### src/rtl/pp_sum_pkg.sv
// Shared types and width helpers for the partial-product sum accumulator.
package pp_sum_pkg;

  typedef enum logic [1:0] {
    IDLE    = 2'd0,
    ACCUM   = 2'd1,
    RESOLVE = 2'd2,
    OUT     = 2'd3
  } state_t;

  // Internal datapath width: full product width plus guard bits for the sum.
  function automatic int data_w(input int length);
    return 2 * length + 4;
  endfunction

  // Width of a counter that must represent 0..max_pp inclusive.
  function automatic int cnt_w(input int max_pp);
    return $clog2(max_pp + 1);
  endfunction

endpackage

### src/rtl/csa_3to2.sv
// Combinational 3:2 carry-save compressor. The carry vector comes out already
// shifted up one place, with ci filling the freed bit 0; the majority bit of
// the top position is dropped because the sum is taken modulo 2^WIDTH.
module csa_3to2 #(
  parameter int WIDTH = 8
) (
  input  logic [WIDTH-1:0] a,
  input  logic [WIDTH-1:0] b,
  input  logic [WIDTH-1:0] c,
  input  logic             ci,
  output logic [WIDTH-1:0] sum,
  output logic [WIDTH-1:0] carry
);

  // Bitwise full-adder: parity to sum, majority (shifted) to carry.
  assign sum   = a ^ b ^ c;
  assign carry = {(a[WIDTH-2:0] & b[WIDTH-2:0]) |
                  (a[WIDTH-2:0] & c[WIDTH-2:0]) |
                  (b[WIDTH-2:0] & c[WIDTH-2:0]), ci};

endmodule

### src/rtl/pp_sum_accum.sv
// Accumulates a stream of partial products in carry-save form and resolves
// the final sum with a single carry-propagate add once the transaction ends.
module pp_sum_accum
  import pp_sum_pkg::*;
#(
  parameter  int LENGTH = 32,
  parameter  int MAX_PP = 9,
  localparam int W      = data_w(LENGTH),
  localparam int CW     = cnt_w(MAX_PP)
) (
  input  logic          clk,
  input  logic          rst,
  input  logic          in_valid,
  output logic          in_ready,
  input  logic [W-1:0]  in_pp,
  input  logic          in_ci,
  input  logic          in_last,
  output logic          out_valid,
  input  logic          out_ready,
  output logic [W-1:0]  out_sum,
  output logic          out_co,
  output logic [CW-1:0] out_cnt,
  output logic          err_ovf
);

  state_t        state;
  logic [W:0]    s_q;
  logic [W:0]    c_q;
  logic [CW-1:0] cnt_q;
  logic          ovf_q;

  logic [W:0]    pp_ext;
  logic [W:0]    csa_sum;
  logic [W:0]    csa_carry;
  logic [W:0]    total;
  logic [CW-1:0] cnt_nxt;
  logic          accept;
  logic          at_max;

  assign pp_ext = {1'b0, in_pp};

  csa_3to2 #(
    .WIDTH (W + 1)
  ) u_csa (
    .a     (s_q),
    .b     (c_q),
    .c     (pp_ext),
    .ci    (in_ci),
    .sum   (csa_sum),
    .carry (csa_carry)
  );

  // Beats are only taken while a transaction is open or about to open.
  assign in_ready = (state == IDLE) || (state == ACCUM);
  assign accept   = in_valid && in_ready;
  assign cnt_nxt  = (state == IDLE) ? CW'(1) : cnt_q + 1'b1;
  assign at_max   = (cnt_nxt == CW'(MAX_PP));

  // The one carry-propagate adder, consumed only in RESOLVE.
  assign total = s_q + c_q;

  // Control FSM plus carry-save state and registered result outputs.
  // NOTE: every register here uses non-blocking assignment so all state
  // updates see the pre-edge values, exactly like the hardware flops do.
  always_ff @(posedge clk) begin
    if (rst) begin
      state     <= IDLE;
      s_q       <= '0;
      c_q       <= '0;
      cnt_q     <= '0;
      ovf_q     <= 1'b0;
      out_sum   <= '0;
      out_co    <= 1'b0;
      out_cnt   <= '0;
      err_ovf   <= 1'b0;
      out_valid <= 1'b0;
    end else begin
      case (state)
        IDLE, ACCUM: begin
          if (accept) begin
            if (state == IDLE) begin
              s_q <= pp_ext;
              c_q <= {{W{1'b0}}, in_ci};
            end else begin
              s_q <= csa_sum;
              c_q <= csa_carry;
            end
            cnt_q <= cnt_nxt;
            if (in_last || at_max) begin
              // Hitting the beat limit without in_last means the stream was cut.
              ovf_q <= !in_last;
              state <= RESOLVE;
            end else begin
              state <= ACCUM;
            end
          end
        end
        RESOLVE: begin
          out_sum <= total[W-1:0];
          out_co  <= total[W];
          out_cnt <= cnt_q;
          err_ovf <= ovf_q;
          state   <= OUT;
        end
        OUT: begin
          // out_valid rises one cycle after the result registers load,
          // then holds until the consumer takes it.
          if (!out_valid) begin
            out_valid <= 1'b1;
          end else if (out_ready) begin
            out_valid <= 1'b0;
            state     <= IDLE;
          end
        end
        default: state <= IDLE;
      endcase
    end
  end

endmodule

### config.mk
export PLATFORM = sky130hd
export DESIGN_NAME = pp_sum_accum
export DESIGN_NICKNAME = d
export VERILOG_FILES = /design/src/rtl/pp_sum_pkg.sv /design/src/rtl/csa_3to2.sv /design/src/rtl/pp_sum_accum.sv
export SDC_FILE = /design/constraint.sdc
export NUM_CORES = 1
export LEC_CHECK = 0
export CAP_MARGIN = 15
export CORE_MARGIN = 3
export CORE_UTILIZATION = 58
export DETAILED_ROUTE_END_ITERATION = 7
export PLACE_DENSITY = 0.81
export SYNTH_ARGS = -nofsm -noshare
export SYNTH_HDL_FRONTEND = slang
export SYNTH_SLANG_ARGS = --single-unit
### constraint.sdc
create_clock -name clk -period 3.6 [get_ports clk]
set_clock_uncertainty 0.05 [all_clocks]
set_input_delay 0.54 -clock clk [delete_from_list [all_inputs] [get_ports clk]]
set_output_delay 0.54 -clock clk [all_outputs]
set_load 0.02 [all_outputs]
## Yosys cells after proc, flatten, opt, wreduce, memory -nomap -nowiden

Index checks and enable logic that the tools add are counted.

- Output and inout bits: 76
- Bits of input ports: 74
- Logic and storage cells: 45
- Flip-flop bits (word level): 220

- Multiplexer cells: 10
- Equality and inequality tests: 7
- Reduce and logical (&&, ||, !) cells: 9
- Add/sub/neg operators: 2
- Bitwise operators: 7

Operators with widths:

| operator | count |
|---|---|
| $and 68x68->68 | 3 |
| $mux 69 | 2 |
| $or 68x68->68 | 2 |
| $add 69x69->69 | 1 |
| $xor 69x68->69 | 1 |
| $xor 69x69->69 | 1 |
| $mux 2 | 4 |
| $ne 2x2->1 const B | 3 |
| $pmux 2 s3 | 1 |
| $reduce_and 3->1 | 2 |
| $add 4x1->4 const B | 1 |
| $eq 2x2->1 const B | 2 |
| $eq 4x4->1 const B | 1 |
| $mux 4 | 1 |
| $eq 2x1->1 const B | 1 |
| $logic_not 2->1 | 1 |
| $logic_or 1x1->1 | 2 |
| $mux 1 | 2 |
| $reduce_and 2->1 | 1 |
| $reduce_or 2->1 | 1 |
| $logic_and 1x1->1 | 1 |
| $logic_not 1->1 | 1 |

## Depth between registers and ports, before layout

Gate-level depths: netlist (run 1).

- Word-level depth: 7
- Gate-level depth with buffers: 13
- Depth with buffers taken out: 13

## Hierarchy

A second synthesis (run 1) with hierarchy kept.

- Cell total of the unflattened synthesis: 1611
- Area total of the unflattened synthesis: 13744.4 um^2

Modules (own cells, without submodules):

| module | times used | area each (um^2) | cells each | seq. area each (um^2) |
|---|---|---|---|---|
| pp_sum_accum | 1 | 12351.8 | 1541 | 4404.2 |
| csa_3to2 | 1 | 1392.6 | 70 | 0.0 |

## Least setup slack after synthesis (run 1)

Ideal clock, no wire load.

- Kind: register to register
- Start point: register s_q[0]
- End point: register out_sum[58]
- Data arrival time: 2.834 ns
- Period minus slack after synthesis: 2.946 ns
- Required time: 3.488 ns
- Stages on the path, launching flop included: 14
- Path slack: 0.654 ns
- Setup time: 0.062 ns
- Path buffers: 0
- Path through: dfxtp_1 -> ha_1 -> inv_1 -> fa_1 -> nor2b_1 -> o2111ai_1 -> a211oi_2 -> o21ai_1 -> a211oi_1 -> a211o_2 -> a41o_2 -> a31oi_1 -> or4_1 -> nand3_1

- Word-level cells in the longest chain between the ends: 1

Ends and longest elaborated chain:

| element | RTL line | RTL |
|---|---|---|
| start: declaration | pp_sum_accum.sv:27 | `logic [W:0] s_q;` |
| start signal: assignment | pp_sum_accum.sv:82 | `s_q <= pp_ext;` |
| start signal: assignment | pp_sum_accum.sv:85 | `s_q <= csa_sum;` |
| $add 69x69->69 | pp_sum_accum.sv:60 | `assign total = s_q + c_q;` |
| end signal: assignment | pp_sum_accum.sv:99 | `out_sum <= total[W-1:0];` |
| end: declaration | pp_sum_accum.sv:20 | `output logic [W-1:0] out_sum,` |

Every way passes these cells.
A chain may end at the register's enable or synchronous reset.

## Final worst setup path (run 1)

Same ends and word-level chain as after synthesis.

==> run summary, run 1 <==
RSZ-0062 raised after global routing = no
GRT Util Overall = 27.69%
Asr flop ratio synth = 0%
Hold path cells = 2
CP required = 4.04 ns
Setup tns final = 0 ns
Synth Cell Area = 14850 um^2
CP Cell Sequence = ha_1 -> inv_1 -> fa_1 -> nor2b_2 -> o2111ai_2 -> a211oi_2 -> o21ai_1 -> a211oi_1 -> a211o_2 -> a41o_2 -> a31oi_1 -> or4_1 -> nand3_1
Min Tclk post-route = 3.408 ns
Final WL = 39900 um
Core area = 24750 um^2
DIE AREA = 27550 um^2
Area grow syn2layout = 16.35%
VDD IR-drop max = 0.3248 mV
Detailed-route DRC error count = 0
Hold Path Class = input pin to flop
Clock Path Buffers = 3
DR iter-0 viols = 1196
Crit path kind = flop to flop
Crit path launch = s_q[0]
Worst reg2reg setup slack = 0.19 ns
Layout cells sized above 1 = 4.109%
Clock net sink count = 220
Power Density = 360.7 nW/um^2
Global-route wire length before repair = 65460 um
Startpoint Class = flop
Worst Path Arrival = 3.84 ns
Number of global-route vias before repair = 13270
H-tree depth = 1
Hold Startpoint = rst
Port Buffers = 149
Root buffer cell = clkbuf_16
CTS clk-pin slew, worst paths = 0.06 ns
Total CTS buffers = 25
WL/cell = 17.02 um
Maximum clock rate = 0.2934 GHz
Part of the Yosys area used for sequential elements = 29.66%
Placed cells = 2302
Final worst-path cycle share = 94.68%
Register bit total from synthesis = 220
Pin count of the biggest net entering global routing = 157
Worst Hold End = c_q[27]
Total congestion overflow = 0
Synth Flop Type = dfxtp_1
Pins Over Slew Limit = 0
Post-Syn Nets = 2153
Initial antenna violation count = 0
Filler instances = 2062
Nets = 2218
Worst r2r dst = out_sum[58]
Final setup violation count = 0
R2R cell count = 13
Post-DRT Antenna Nets = 0
Clk_lat worst skew = 0.55 ns
ANT cells = 0
Tightest Pin Transition = 0.8826 ns
Slew margin rel. = 40.94%
Syn avg cell area = 7.649 um^2
I/O pins = 150
CTS tree = yes
Die Y = 166.0 um
Post-synth EDFFs = 0
Chip width = 166.0 um
Max incr delay on CP = 0.51 ns
Static Leak = 6.572 nW
HPWL after detailed placement = 28350 um
Status = finished, final reports clean
RR Startpoint = s_q[0]
Fin cells = 2344
Vias = 13880
Maximum fanout along the worst path = 5
Final Hold Viols = 0
Core Rows = 57
GP Congestion = 0.9277
Number of synthesis warnings = 0
Max-Cap Viols = 0
CP Capture Type = flop
Pre-antenna DRT Iters = 6
Count of different cell masters after synthesis = 73
Initial Util = 59.99%
DR vias/cell = 5.922
Cells after Synth = 1941
CP max stage cell = or4_1
## flip-flops by register name, indices dropped and copies added (netlist names)
name,cells
c_q,69
out_co,1
s_q,69
state,2
out_valid,1
ovf_q,1
out_sum,68
cnt_q,4
out_cnt,4
err_ovf,1
## metrics by stage
| step | hold WS (ns) | area [um^2] | setup slack, ns | total power, mW | util, % |
|---|---|---|---|---|---|
| after floorplan | 0.3816 | 14850 | 0.6536 | 3.348 | - |
| final | 0.3553 | 17270 | 0.1917 | 6.231 | 69.80 |
| after global routing | 0.3799 | 17270 | 0.002053 | 6.475 | 69.80 |
| after CTS | 0.3521 | 17260 | 0.1925 | 6.236 | 69.74 |
| after global placement | 0.3885 | 16450 | 0.3127 | 3.666 | 66.47 |
| after detailed placement | 0.3962 | 16450 | 0.2103 | 3.705 | 66.47 |
## timing repair
item | 4_1_cts | 5_1_grt
buffers inserted | 0 | 1
endpoints found under the setup margin | 0 | 4
hold buffers | 0 | 0
resized for setup | 0 | 2
## report_power, final
part           switching (mW)  internal (mW)
logic                   0.649          0.399
registers              0.0889           2.53
clock network            1.06           1.50
## worst max-delay path: cells and delay by family (launching register included)
kind / cells / cell delay, ns
adder cells (fa/ha/maj): 2 / 0.61
AND/OR/NAND/NOR: 3 / 0.78
buffers and inverters: 1 / 0.07
flip-flops: 1 / 0.35
AO/OA/AOI/OAI: 7 / 1.51
## synthesized netlist by cell type (5+ instances only)
cell      number  share of area (%)
a31oi_1       11               0.46
or2_2          5               0.21
a21o_1        43                2.2
nand4_1       26                1.1
and3_1         9               0.38
inv_1        228                5.8
nand2b_1       7               0.29
ha_1          69                5.8
dfxtp_1      220                 30
nand3b_1      73                3.7
a211oi_1      17               0.86
nor3_1        21               0.71
nand2_1      357                9.0
xor2_1        22                1.3
buf_2          9               0.30
o211ai_1      64                3.2
o21a_1        10               0.51
nand3_1       30                1.0
and2_1         6               0.25
o21bai_1      14               0.71
xnor2_1       33                1.9
o21ai_0       48                1.6
nor2b_1        6               0.25
a221o_1        6               0.40
mux2i_1       10               0.67
o21ai_1        5               0.17
clkbuf_1     111                2.8
buf_1          7               0.18
nor2_1        60                1.5
a21oi_1      265                8.9
fa_1          69                9.3
## worst max-delay path by stage
stage | end | slack, ns
2_1_floorplan | out_sum[58] | 0.65
3_3_place_gp | out_sum[58] | 0.31
3_5_place_dp | out_co | 0.21
4_1_cts | out_co | 0.19
5_1_grt | out_sum[58] | 0.002
6_report | out_sum[58] | 0.19
## layer usage
metal  vias up  track usage, %  part of all wire, %  routed length, um
met5         -               0                    0                  0
li1       6690               -                    -                  -
met2       503           46.12                   46              18490
met3        74           3.594                  6.7               2671
met1      6614           38.43                   44              17750
met4         0           6.908                  2.5                987
## cell usage in the layout, fill, tap and decap left out, drive strengths merged, types with 5 or more instances in the layout
cell / count
o211ai: 65
xor2: 22
a221oi: 5
o21ai: 53
xnor2: 33
nand3: 30
a31oi: 11
nand4: 26
nand2: 357
o21bai: 14
and2: 6
mux2i: 10
buf: 18
a21oi: 266
dfxtp: 220
nor2: 60
nand2b: 7
fa: 69
and3: 10
a221o: 6
nor3: 21
nand3b: 73
clkdlybuf4s50: 148
ha: 69
a211oi: 19
a21boi: 5
inv: 229
o21a: 10
clkbuf: 32
nor2b: 6
a21o: 44
or2: 5
## cell families after synthesis
group	count (synthesis)	synth area share, %
AOI/OAI and AO/OA	541	22.72
buffers and inverters	356	9.085
xor gates and xnor gates	55	3.245
and+or+nand+nor	621	19.49
adders and majority gates	138	15.12
muxes	10	0.6742
DFF	220	29.66
## area by class of cell
type	count	area (um^2)	share of cell area, %
clock inverter	9	115.1	0.6664
sequential	220	4408	25.52
timing repair buffer	166	1670	9.670
clock buffer	32	691.9	4.005
multi-input combinational	1365	9128	52.84
inverter	228	855.8	4.954
tap	324	405.4	2.347
(Power assumes the default switching activity.)
==> run 2: changes to the inputs <==
MAX_ROUTING_LAYER = met4   (was not set)
SKIP_CTS_REPAIR_TIMING = 1   (was not set)
==> run summary, run 2 (synthesis gave the netlist of run 1 again) <==
Slew margin rel. = 37.51%
Post-DRT Antenna Nets = 0
Worst Hold End = out_sum[19]
Chip width = 166.0 um
Clock Path Buffers = 3
Clock net sink count = 220
Static Leak = 6.596 nW
Root buffer cell = clkbuf_16
WL/cell = 16.99 um
Global-route wire length before repair = 66100 um
Die Y = 166.0 um
Pre-antenna DRT Iters = 5
Max-Cap Viols = 0
Clk pwr share = 42.0%
Nets = 2220
Pins Over Slew Limit = 0
ANT cells = 0
Core area = 24750 um^2
Initial Util = 59.99%
Core Rows = 57
Filler instances = 2029
Commonest non-fill, non-tap cells in the layout = nand2_1 (356), a21oi_1 (265), inv_1 (228), dfxtp_1 (219), clkdlybuf4s50_1 (148)
CP Cell Sequence = ha_1 -> inv_1 -> fa_1 -> nor2b_2 -> o2111ai_1 -> a211oi_2 -> o21ai_1 -> a211oi_2 -> a211o_2 -> a41o_2 -> a31oi_1 -> or4_1 -> nand3_1
CTS clk-pin slew, worst paths = 0.06 ns
Layout Utilization = 69.89%
CP most frequent cell = a211oi_2
Initial antenna violation count = 0
Maximum fanout along the worst path = 5
WHS = 0.4014 ns
Worst reg2reg setup slack = 0.13 ns
Final Hold Viols = 0
Startpoint Class = flop
Sw Share = 28.91%
H-tree depth = 1
Logic pwr share = 16.6%
CTS tree = yes
Min Tclk post-route = 3.471 ns
Int Pwr = 4.489 mW
CP required = 4.02 ns
Reg power frac = 41.4%
Final worst slack = 0.1288 ns
Vias = 13930
CP Capture Type = flop
Port Buffers = 149
Pre-CTS WS = 0.2179 ns
I/O pins = 150
HPWL after detailed placement = 28150 um
Worst r2r dst = out_sum[58]
R2R cell count = 13
Biggest regs = c_q: 69 flops, s_q: 69 flops, out_sum: 68 flops
Final worst-path cycle share = 96.42%
Worst Path Arrival = 3.89 ns
Maximum clock rate = 0.2881 GHz
Layout cells sized above 1 = 4.393%
VDD IR-drop max = 0.2896 mV
Placed Area = 16440 um^2
CP max stage cell = or4_1
Area grow syn2layout = 16.50%
DR vias/cell = 5.926
Multi-input gate area = 9126 um^2
Fin area = 17300 um^2
Hold Startpoint = out_sum[19]
GRT Util Overall = 28.71%
Pin count of the biggest net entering global routing = 138
DR iter-0 viols = 1214
Number of global-route vias before repair = 13210
P_sw = 1.826 mW
Crit path kind = flop to flop
Hold Path Class = flop to flop
Tightest Pin Transition = 0.9339 ns
DIE AREA = 27550 um^2
Flip-flop and latch area = 4408 um^2
Placed cells = 2304
Total congestion overflow = 0
Most common library cell in the layout ignoring fill and taps = nand2_1
Final WL = 39930 um
Final setup violation count = 0
Total CTS buffers = 25
Clk_lat worst skew = 0.53 ns
Status = finished, final reports clean
Detailed-route DRC error count = 0
GP Congestion = 0.9476
Max incr delay on CP = 0.53 ns
Hold path cells = 2
Fin cells = 2350
Power Density = 365.1 nW/um^2
RR Startpoint = c_q[0]
==> run 2: cell count changes in the layout (fill, tap and decap cells not counted), moves of 2 or more <==
cell      before  now
inv_6          0    3
buf_4         13   17
buf_12         4    2
clkinv_2       4    6
==> run 2: layout make-up <==
class                           instances  share of cell area, %
Timing Repair Buffer                  168                  9.599
Clock inverter                         14                 0.9404
Multi-Input combinational cell       1365                  52.76
Clock buffer                           31                  3.921
Inverter                              228                  4.948
Tap cell                              324                  2.344
Sequential cell                       220                  25.48
==> run 2: power groups by stage <==
stage	Sequential, mW	Clock (mW)	Combinational, mW
after global routing	2.63	2.77	1.17
after floorplan	2.67	0	0.679
after CTS	2.61	2.67	1.04
after detailed placement	2.67	0	1.03
final	2.62	2.65	1.05
after global placement	2.66	0	1.00
==> run 2: metal layers <==
metal | share of wire [%] | global-route usage (%)
met5 | 0 | -
met4 | 2.0 | 6.691
met3 | 5.9 | 3.071
met2 | 46 | 45.00
met1 | 46 | 40.38
==> run 2: worst max-delay path by stage <==
stage,start,end,slack [ns]
after floorplan,s_q[0],out_sum[58],0.65
after global placement,s_q[0],out_sum[58],0.30
after detailed placement,c_q[0],out_co,0.22
after CTS,c_q[0],out_co,0.15
after global routing,c_q[0],out_sum[58],-0.006
final,c_q[0],out_sum[58],0.13
==> run 2: per-stage QoR <==
stage                     setup TNS (ns)  power (mW)
after global routing           -0.005948       6.566
after floorplan                        0       3.348
after global placement                 0       3.667
after CTS                              0       6.326
final                                  0       6.315
after detailed placement               0       3.697
==> run 2: critical path, delay by kind of cell, from the launching register on <==
kind,cells,cell delay [ns]
buf+inv,1,0.06
compound gates,7,1.57
simple gates,3,0.78
fa+ha+maj,2,0.60
flops,1,0.36
